==> src/rtl/cu_pkg.sv <==
// Shared constants for the control-unit sequencing logic:
// one-hot step/M-cycle encodings and well-known opcodes.
package cu_pkg;

  localparam int STEPS_PER_MCYCLE = 4;
  localparam int MAX_MCYCLES      = 8;

  localparam logic [STEPS_PER_MCYCLE-1:0] STEP_T1 = 4'b0001;
  localparam logic [STEPS_PER_MCYCLE-1:0] STEP_T2 = 4'b0010;
  localparam logic [STEPS_PER_MCYCLE-1:0] STEP_T3 = 4'b0100;
  localparam logic [STEPS_PER_MCYCLE-1:0] STEP_T4 = 4'b1000;

  localparam logic [MAX_MCYCLES-1:0] COUNT_M1 = 8'h01;

  localparam logic [7:0] OPC_NOP = 8'h00;
  localparam logic [7:0] OPC_CB  = 8'hCB;

endpackage

==> src/rtl/ime_controller.sv <==
// Interrupt master enable with one-instruction EI delay;
// DI and dispatch entry both cancel any pending EI.
module ime_controller
  import cu_pkg::*;
(
  input  logic clk,
  input  logic rst_n,
  input  logic i_bnd,
  input  logic i_fetch_bnd,
  input  logic i_cb,
  input  logic i_ei,
  input  logic i_di,
  input  logic i_take,
  output logic o_ime,
  output logic o_ei_promote,
  output logic o_ime_eff
);

  logic ime_q, ime_d;
  logic pend_q, pend_d;

  assign o_ei_promote = pend_q & ~i_cb;
  assign o_ime_eff    = ime_q | o_ei_promote;
  assign o_ime        = ime_q;

  always_comb begin
    ime_d  = ime_q;
    pend_d = pend_q;
    if (i_bnd) begin
      if (i_take | i_di) begin
        ime_d  = 1'b0;
        pend_d = 1'b0;
      end else begin
        if (i_fetch_bnd & o_ei_promote) begin
          ime_d  = 1'b1;
          pend_d = 1'b0;
        end
        if (i_ei) pend_d = 1'b1;
      end
    end
  end

  always_ff @(posedge clk or negedge rst_n) begin
    if (!rst_n) begin
      ime_q  <= 1'b0;
      pend_q <= 1'b0;
    end else begin
      ime_q  <= ime_d;
      pend_q <= pend_d;
    end
  end

endmodule

==> src/rtl/cycle_sequencer.sv <==
// T-step / M-cycle sequencer: opcode register, CB mode,
// HALT and interrupt-dispatch entry for the control unit.
module cycle_sequencer
  import cu_pkg::*;
(
  input  logic                        i_Clk,
  input  logic                        i_Reset_n,
  input  logic                        i_Enable,
  input  logic                        i_Fetch,
  input  logic                        i_Reset_Cycle,
  input  logic                        i_CB_Prefix,
  input  logic                        i_EI,
  input  logic                        i_DI,
  input  logic                        i_Halt,
  input  logic                        i_IRQ_Pending,
  input  logic [7:0]                  i_Data_Bus,
  output logic [STEPS_PER_MCYCLE-1:0] o_Cycle_Step,
  output logic [MAX_MCYCLES-1:0]      o_Cycle_Count,
  output logic [7:0]                  o_Opcode,
  output logic                        o_CB_Mode,
  output logic                        o_IME,
  output logic                        o_Int_Dispatch,
  output logic                        o_Halted,
  output logic                        o_Decode_Active,
  output logic                        o_Overrun
);

  logic [STEPS_PER_MCYCLE-1:0] step_q, step_d;
  logic [MAX_MCYCLES-1:0]      count_q, count_d;
  logic [7:0]                  opcode_q, opcode_d;
  logic cb_q, cb_d;
  logic disp_q, disp_d;
  logic halted_q, halted_d;
  logic ovr_q, ovr_d;

  logic bnd, fetch_bnd, halt_stop;
  logic take_halt, take_fetch, take;
  logic ime, ei_promote, ime_eff;

  assign bnd        = i_Enable & step_q[STEPS_PER_MCYCLE-1];
  assign fetch_bnd  = bnd & ~halted_q & i_Fetch;
  assign halt_stop  = i_Halt & ~i_IRQ_Pending;
  assign take_halt  = halted_q & i_IRQ_Pending & ime;
  assign take_fetch = ~halted_q & i_Fetch & ~halt_stop
                    & ime_eff & i_IRQ_Pending & ~i_CB_Prefix;
  assign take       = bnd & (take_halt | take_fetch);

  ime_controller u_ime (
    .clk          (i_Clk),
    .rst_n        (i_Reset_n),
    .i_bnd        (bnd),
    .i_fetch_bnd  (fetch_bnd),
    .i_cb         (i_CB_Prefix),
    .i_ei         (i_EI),
    .i_di         (i_DI),
    .i_take       (take),
    .o_ime        (ime),
    .o_ei_promote (ei_promote),
    .o_ime_eff    (ime_eff)
  );

  always_comb begin
    step_d   = step_q;
    count_d  = count_q;
    opcode_d = opcode_q;
    cb_d     = cb_q;
    disp_d   = disp_q;
    halted_d = halted_q;
    ovr_d    = ovr_q;
    if (i_Enable)
      step_d = {step_q[STEPS_PER_MCYCLE-2:0],
                step_q[STEPS_PER_MCYCLE-1]};
    if (bnd) begin
      if (halted_q) begin
        count_d = COUNT_M1;
        if (i_IRQ_Pending) begin
          halted_d = 1'b0;
          if (ime) disp_d   = 1'b1;
          else     opcode_d = i_Data_Bus;
        end
      end else if (i_Fetch) begin
        count_d = COUNT_M1;
        disp_d  = 1'b0;
        cb_d    = i_CB_Prefix & ~take_fetch;
        if (halt_stop)       halted_d = 1'b1;
        else if (take_fetch) disp_d   = 1'b1;
        else                 opcode_d = i_Data_Bus;
      end else if (i_Reset_Cycle) begin
        count_d = COUNT_M1;
      end else begin
        count_d = {count_q[MAX_MCYCLES-2:0],
                   count_q[MAX_MCYCLES-1]};
        if (count_q[MAX_MCYCLES-1]) ovr_d = 1'b1;
      end
    end
  end

  always_ff @(posedge i_Clk or negedge i_Reset_n) begin
    if (!i_Reset_n) begin
      step_q   <= STEP_T1;
      count_q  <= COUNT_M1;
      opcode_q <= OPC_NOP;
      cb_q     <= 1'b0;
      disp_q   <= 1'b0;
      halted_q <= 1'b0;
      ovr_q    <= 1'b0;
    end else begin
      step_q   <= step_d;
      count_q  <= count_d;
      opcode_q <= opcode_d;
      cb_q     <= cb_d;
      disp_q   <= disp_d;
      halted_q <= halted_d;
      ovr_q    <= ovr_d;
    end
  end

  assign o_Cycle_Step    = step_q;
  assign o_Cycle_Count   = count_q;
  assign o_Opcode        = opcode_q;
  assign o_CB_Mode       = cb_q;
  assign o_IME           = ime;
  assign o_Int_Dispatch  = disp_q;
  assign o_Halted        = halted_q;
  assign o_Decode_Active = ~halted_q;
  assign o_Overrun       = ovr_q;

endmodule
==> config.mk <==
export PLATFORM = sky130hd
export DESIGN_NAME = cycle_sequencer
export DESIGN_NICKNAME = d
export VERILOG_FILES = /design/src/rtl/cu_pkg.sv /design/src/rtl/ime_controller.sv /design/src/rtl/cycle_sequencer.sv
export SDC_FILE = /design/constraint.sdc
export NUM_CORES = 1
export LEC_CHECK = 0
export CAP_MARGIN = 0
export CORE_ASPECT_RATIO = 0.7
export CORE_MARGIN = 2
export CORE_UTILIZATION = 45
export DETAILED_ROUTE_END_ITERATION = 16
export PLACE_DENSITY = 0.83
export SLEW_MARGIN = 40
export SYNTH_ARGS = -nofsm -noshare
export SYNTH_HDL_FRONTEND = slang
export SYNTH_SLANG_ARGS = --single-unit
==> constraint.sdc <==
create_clock -name i_Clk -period 3.3 [get_ports i_Clk]
set_input_delay 0.33 -clock i_Clk [delete_from_list [all_inputs] [get_ports i_Clk]]
set_output_delay 0.33 -clock i_Clk [all_outputs]
set_load 0.02 [all_outputs]
# Word level (Yosys, flattened, before mapping)
# Cells that the tools add are included.
[op_classes]
n_eq_ne = 5
mux = 24
bitwise = 25
n_reduce_logical = 9
[ops]
columns = ["operator", "n"]
rows = [
  ["$mux 8", 9],
  ["$and 1x1->1", 15],
  ["$mux 1", 15],
  ["$ne 2x2->1 const B", 4],
  ["$not 1->1", 7],
  ["$reduce_and 6->1", 1],
  ["$reduce_and 5->1", 1],
  ["$reduce_and 2->1", 2],
  ["$reduce_and 4->1", 1],
  ["$reduce_bool 2->1", 2],
  ["$or 1x1->1", 3],
  ["$reduce_and 3->1", 1],
  ["$reduce_bool 3->1", 1],
  ["$ne 2x1->1 const B", 1],
]
[totals]
reg_bits = 26
out_inout_bits = 26
word_cells = 72

# Depth between registers and ports, before layout
[logic_depth]
word_depth = 12
depth_mapped = 5
mapped_depth_nobuf = 4

# By module
# A second synthesis with hierarchy kept.
[unflattened]
cells_unflattened = 82
hier_area_um2 = 1097.3
[modules_own_cells]
columns = ["mod", "n_inst", "cells_each", "area_each_um2", "seq_area_each_um2"]
rows = [
  ["cycle_sequencer", 1, 71, 980.9, 603.1],
  ["ime_controller", 1, 11, 116.4, 50.0],
]

# Worst setup path before layout
# Ideal clock, no wire load.
[synth_timing]
path_type = "reg2reg"
from = "register halted_q, in the netlist o_Halted"
to = "register opcode_q[0], in the netlist o_Opcode[0]"
setup_time_ns = 0.125
arrival_ns = 1.746
required_time_ns = 3.175
setup_slack_ns = 1.429
path_stages_with_launch = 6
path_buffers = 1
synth_period_minus_slack_ns = 1.871
cell_sequence = "dfrtp_1 -> buf_6 -> nand2b_4 -> or4b_4 -> o211ai_4 -> mux2_4"
[synth_via]
elab_chain_len = 8
elab_cells_between_ends = 13
cone_classes = "eq/ne: 4; mux: 1; bitwise: 6; reduce/logical: 2"
[synth_rtl]
columns = ["item", "line", "rtl"]
rows = [
  ["from (decl)", "cycle_sequencer.sv:33", "logic halted_q, halted_d;"],
  ["from (signal assigned)", "cycle_sequencer.sv:113", "halted_q <= halted_d;"],
  ["$not 1->1 (no line)", "-", ""],
  ["$and 1x1->1 (2 in a row)", "cycle_sequencer.sv:44", "assign take_fetch = ~halted_q & i_Fetch & ~halt_stop"],
  ["$and 1x1->1 (3 in a row)", "cycle_sequencer.sv:45", "& ime_eff & i_IRQ_Pending & ~i_CB_Prefix;"],
  ["$ne 2x2->1 (no line)", "-", ""],
  ["$reduce_and 6->1 (no line)", "-", ""],
  ["to (signal assigned)", "cycle_sequencer.sv:110", "opcode_q <= opcode_d;"],
  ["to (decl)", "cycle_sequencer.sv:30", "logic [7:0] opcode_q, opcode_d;"],
]
# Parallel ways exist; a longest one is shown, timed or not.
# A chain may end at the register's enable or synchronous reset.

# Final worst setup path
[layout_timing]
from = "input i_Enable"
to = "register opcode_q[4], in the netlist o_Opcode[4]"
[layout_via]
elab_chain_len = 2
[layout_rtl]
columns = ["item", "line", "rtl"]
rows = [
  ["from (decl)", "cycle_sequencer.sv:8", "input logic i_Enable,"],
  ["$and 1x1->1", "cycle_sequencer.sv:40", "assign bnd = i_Enable & step_q[STEPS_PER_MCYCLE-1];"],
  ["$reduce_and 6->1 (no line)", "-", ""],
]
# No other way between the ends.

==> summary.txt <==
======================================================================================================
Mean instance size in the synthesized netlist ...........................................   13.9 sq um
Worst path cell trace ................................................................... clkdlybuf4s50_1 -> nand2_1 -> a211oi_1 -> o211ai_4 -> mux2_4
Hold Path Class .........................................................................      reg2reg
Timing-limited maximum frequency ........................................................      481 MHz
Multiplexer share of the synthesized area ...............................................        15.1%
All-layer global routing usage ..........................................................        19.5%
Total congestion overflow after global routing ..........................................            0
Worst setup path class ..................................................................       in2reg
Total power density per cell area .......................................................  811 mW/mm^2
Reg-to-reg critical path startpoint ..................................................... o_Halted$_DFFE_PN0N_
Max-cap check violation count ...........................................................            0
CP startpoint ...........................................................................     i_Enable
Worst setup timing slack at the placement stage .........................................       889 ps
Num ports ...............................................................................           44
Proportion of layout cells with a drive suffix above 1 ..................................        18.4%
Largest stage delay on the critical path ................................................       620 ps
Final sum of negative setup slack .......................................................         0 ps
Clock tree from TritonCTS ...............................................................        built
Post-synthesis cell type count ..........................................................           24
Number of nets with antenna violations after routing ....................................            0
Post-synthesis net count ................................................................           97
Clock tree sinks ........................................................................           26
Effective utilization at floorplan ......................................................        49.3%
Shortest period the worst path allows ...................................................      2080 ps
Outcome ................................................................................. complete, no violations
Wire length of the first global-routing pass ............................................      4090 um
Met3 Wirelength .........................................................................       106 um
Worst path bufs/invs ....................................................................            1
Synthesized instance count ..............................................................           79
Routed length on met2 ...................................................................      1310 um
Peak fanout along the critical path .....................................................           11
Hold path start ......................................................................... o_Overrun$_DFFE_PN0P_
Worst-case headroom to the max-slew limit ...............................................        45.4%
Initial detailed-routing violation count ................................................           36
Clock Skew ..............................................................................      10.5 ps
Total leakage power .....................................................................     0.724 nW
Area share of the largest cell type after synthesis .....................................        54.8%
Clock root cell .........................................................................     clkbuf_4
Diodes inserted .........................................................................            0
Pre-antenna DRT Iters ...................................................................            4
Tightest Pin Transition .................................................................       812 ps
Number of warning messages in the yosys log .............................................            0
Most used standard cells in the synthesized netlist ..................................... dfrtp_1, mux2_4, a22o_1, inv_1, nor2_1
Startpoint kind of the worst setup timing path ..........................................   input port
Synth Area in Adders ....................................................................           0%
Wire length per cell after detailed routing .............................................      16.0 um
Area growth, synth to finish ............................................................        45.3%
Total setup violations reported at the end of the flow ..................................            0
Clock latency on the worst-skew pair ....................................................       320 ps
Dpl hpwl ................................................................................      1900 um
Routed length on met1 ...................................................................      1100 um
Number of buffers on the longest clock path .............................................            2
Cell with the most instances after synthesis ............................................      dfrtp_1
Placeable core area ..................................................................... 0.00222 sq mm
Biggest area contributors in the synthesized netlist .................................... dfrtp_1, mux2_4, dfstp_2
CP required .............................................................................      3510 ps
Largest family of logic cells by synthesized area ....................................... multiplexers
Number of antenna violations at the first check in global routing .......................            0
Post-synth EDFFs ........................................................................            0
Family of cells with the greatest summed delay on the critical path ..................... compound AO/OA/AOI/OAI gates
Average via count per standard cell .....................................................         5.22
IR drop worst, VDD ......................................................................   0.000429 V
DIE HEIGHT ..............................................................................      45.3 um
Clock transition at the register clock pins on the worst setup and hold paths after CTS .       130 ps
Largest net degree at the start of global routing .......................................           27
Top_reg_cell synth ......................................................................      dfrtp_1
Highest Signal Layer ....................................................................         met3
Area share of xor/xnor cells in the synthesized design ..................................           0%
Post-cts gate resize count ..............................................................            0
Vias after detailed routing .............................................................          820
Width of the chip .......................................................................      63.0 um
Setup crit end kind .....................................................................     register
Total Nets Final ........................................................................          144
Setup repair after global routing missed its margin .....................................           no
Netlist area before placement ........................................................... 0.00110 sq mm
Final wirelength ........................................................................      2520 um
Number of slew-limit violations in the final report .....................................            0
Post-synthesis share of cell area spent on and, or, nand and nor gates ..................        8.22%
Sequential share of the synthesized area ................................................        59.6%
Inserted Clock Buffers ..................................................................            3
CTS H-Tree Depth ........................................................................            1
Via count of the first global-routing pass ..............................................          830
Final setup margin ......................................................................      1220 ps
DRC violations left .....................................................................            0
CP max stage cell ....................................................................... clkdlybuf4s50_1
IO Port Bufs ............................................................................           43
Share of the clock period used by the worst path after layout ...........................        63.1%
Count of endpoints failing hold in the final timing report ..............................            0
Number of cell rows .....................................................................           14
Full die area ........................................................................... 0.00285 sq mm
Count of state elements after synthesis .................................................           26
Data arrival time at the worst-slack endpoint ...........................................      2290 ps
Post-synthesis cell type with the largest combined area .................................      dfrtp_1
Ys async rst share ......................................................................         100%
Post-synthesis compound-gate area fraction ..............................................        14.0%
Final weighted congestion of routability-driven global placement ........................        0.715
======================================================================================================
==> cells in the final DEF, fill, tap and decap left out, types with 2 or more instances in the layout <==
cell type         n
clkdlybuf4s50_1  42
dfrtp_1          24
mux2_4            8
a22o_1            6
inv_1             5
nor2_1            5
mux2_2            4
a21oi_1           4
nand2_1           3
o21ai_0           3
clkbuf_4          3
a31oi_1           2
dfstp_2           2
==> cell type report <==
type / instances / area, sq um
flip-flops and latches: 26 / 653
fillers: 172 / 632
repair buffers: 44 / 435
multi-input cells: 46 / 409
well taps: 32 / 40.0
clock buffers: 4 / 36.3
inverters: 5 / 18.8
==> timing repair <==
item                                   CTS  global route
hold buffers                             1             0
endpoints found under the hold margin   24             0
buffers inserted                         0             0
==> per-layer routing <==
layer,GRT usage (%),vias to the layer above
li1,-,379
met1,24.2,412
met2,35.3,29
met3,5.24,0
met4,4.00,0
met5,0,-
==> state kept, by name, indices dropped and copies added, names as in the netlist <==
| name | count |
|---|---|
| o_Cycle_Count | 8 |
| u_ime.pend_q | 1 |
| o_Overrun | 1 |
| u_ime.o_ime | 1 |
| o_CB_Mode | 1 |
| o_Opcode | 8 |
| o_Cycle_Step | 4 |
| o_Halted | 1 |
| o_Int_Dispatch | 1 |
==> metrics by stage <==
step                hold slack [ps]  cells  total power [W]  utilization (%)  instance area, sq um
floorplan                      34.4     79         0.000848                -                  1100
global placement                439    152          0.00112             69.7                  1550
detailed placement              347    152          0.00114             69.5                  1550
CTS                             474    157          0.00130             71.6                  1590
global route                    507    157          0.00136             71.6                  1590
finish                          470    157          0.00129             71.6                  1590
==> path summary, 6_finish.rpt <==
kind,to,slack [ps],cells past startpoint
max,o_Opcode[4]$_DFFE_PN0P_,1220,5
min reg2reg,o_Overrun$_DFFE_PN0P_,470,1
min,o_Overrun$_DFFE_PN0P_,470,1
max reg2reg,o_Opcode[4]$_DFFE_PN0P_,1410,4
min in group asynchronous,o_Opcode[1]$_DFFE_PN0P_,550,2
max in group asynchronous,o_Cycle_Count[0]$_DFFE_PN1N_,2370,2
==> power by group <==
| group | switching [W] | total [W] | internal (W) |
|---|---|---|---|
| logic | 0.000275 | 0.000602 | 0.000328 |
| registers | 0.0000960 | 0.000532 | 0.000436 |
| clock network | 0.0000901 | 0.000158 | 0.0000675 |
==> kinds of logic after synthesis <==
family | after synthesis
multiplexers | 12
AO/OA/AOI/OAI | 20
flip-flops | 26
AND/OR/NAND/NOR | 14
buffers and inverters | 7
Note: power is estimated with default switching activity, not from simulation.
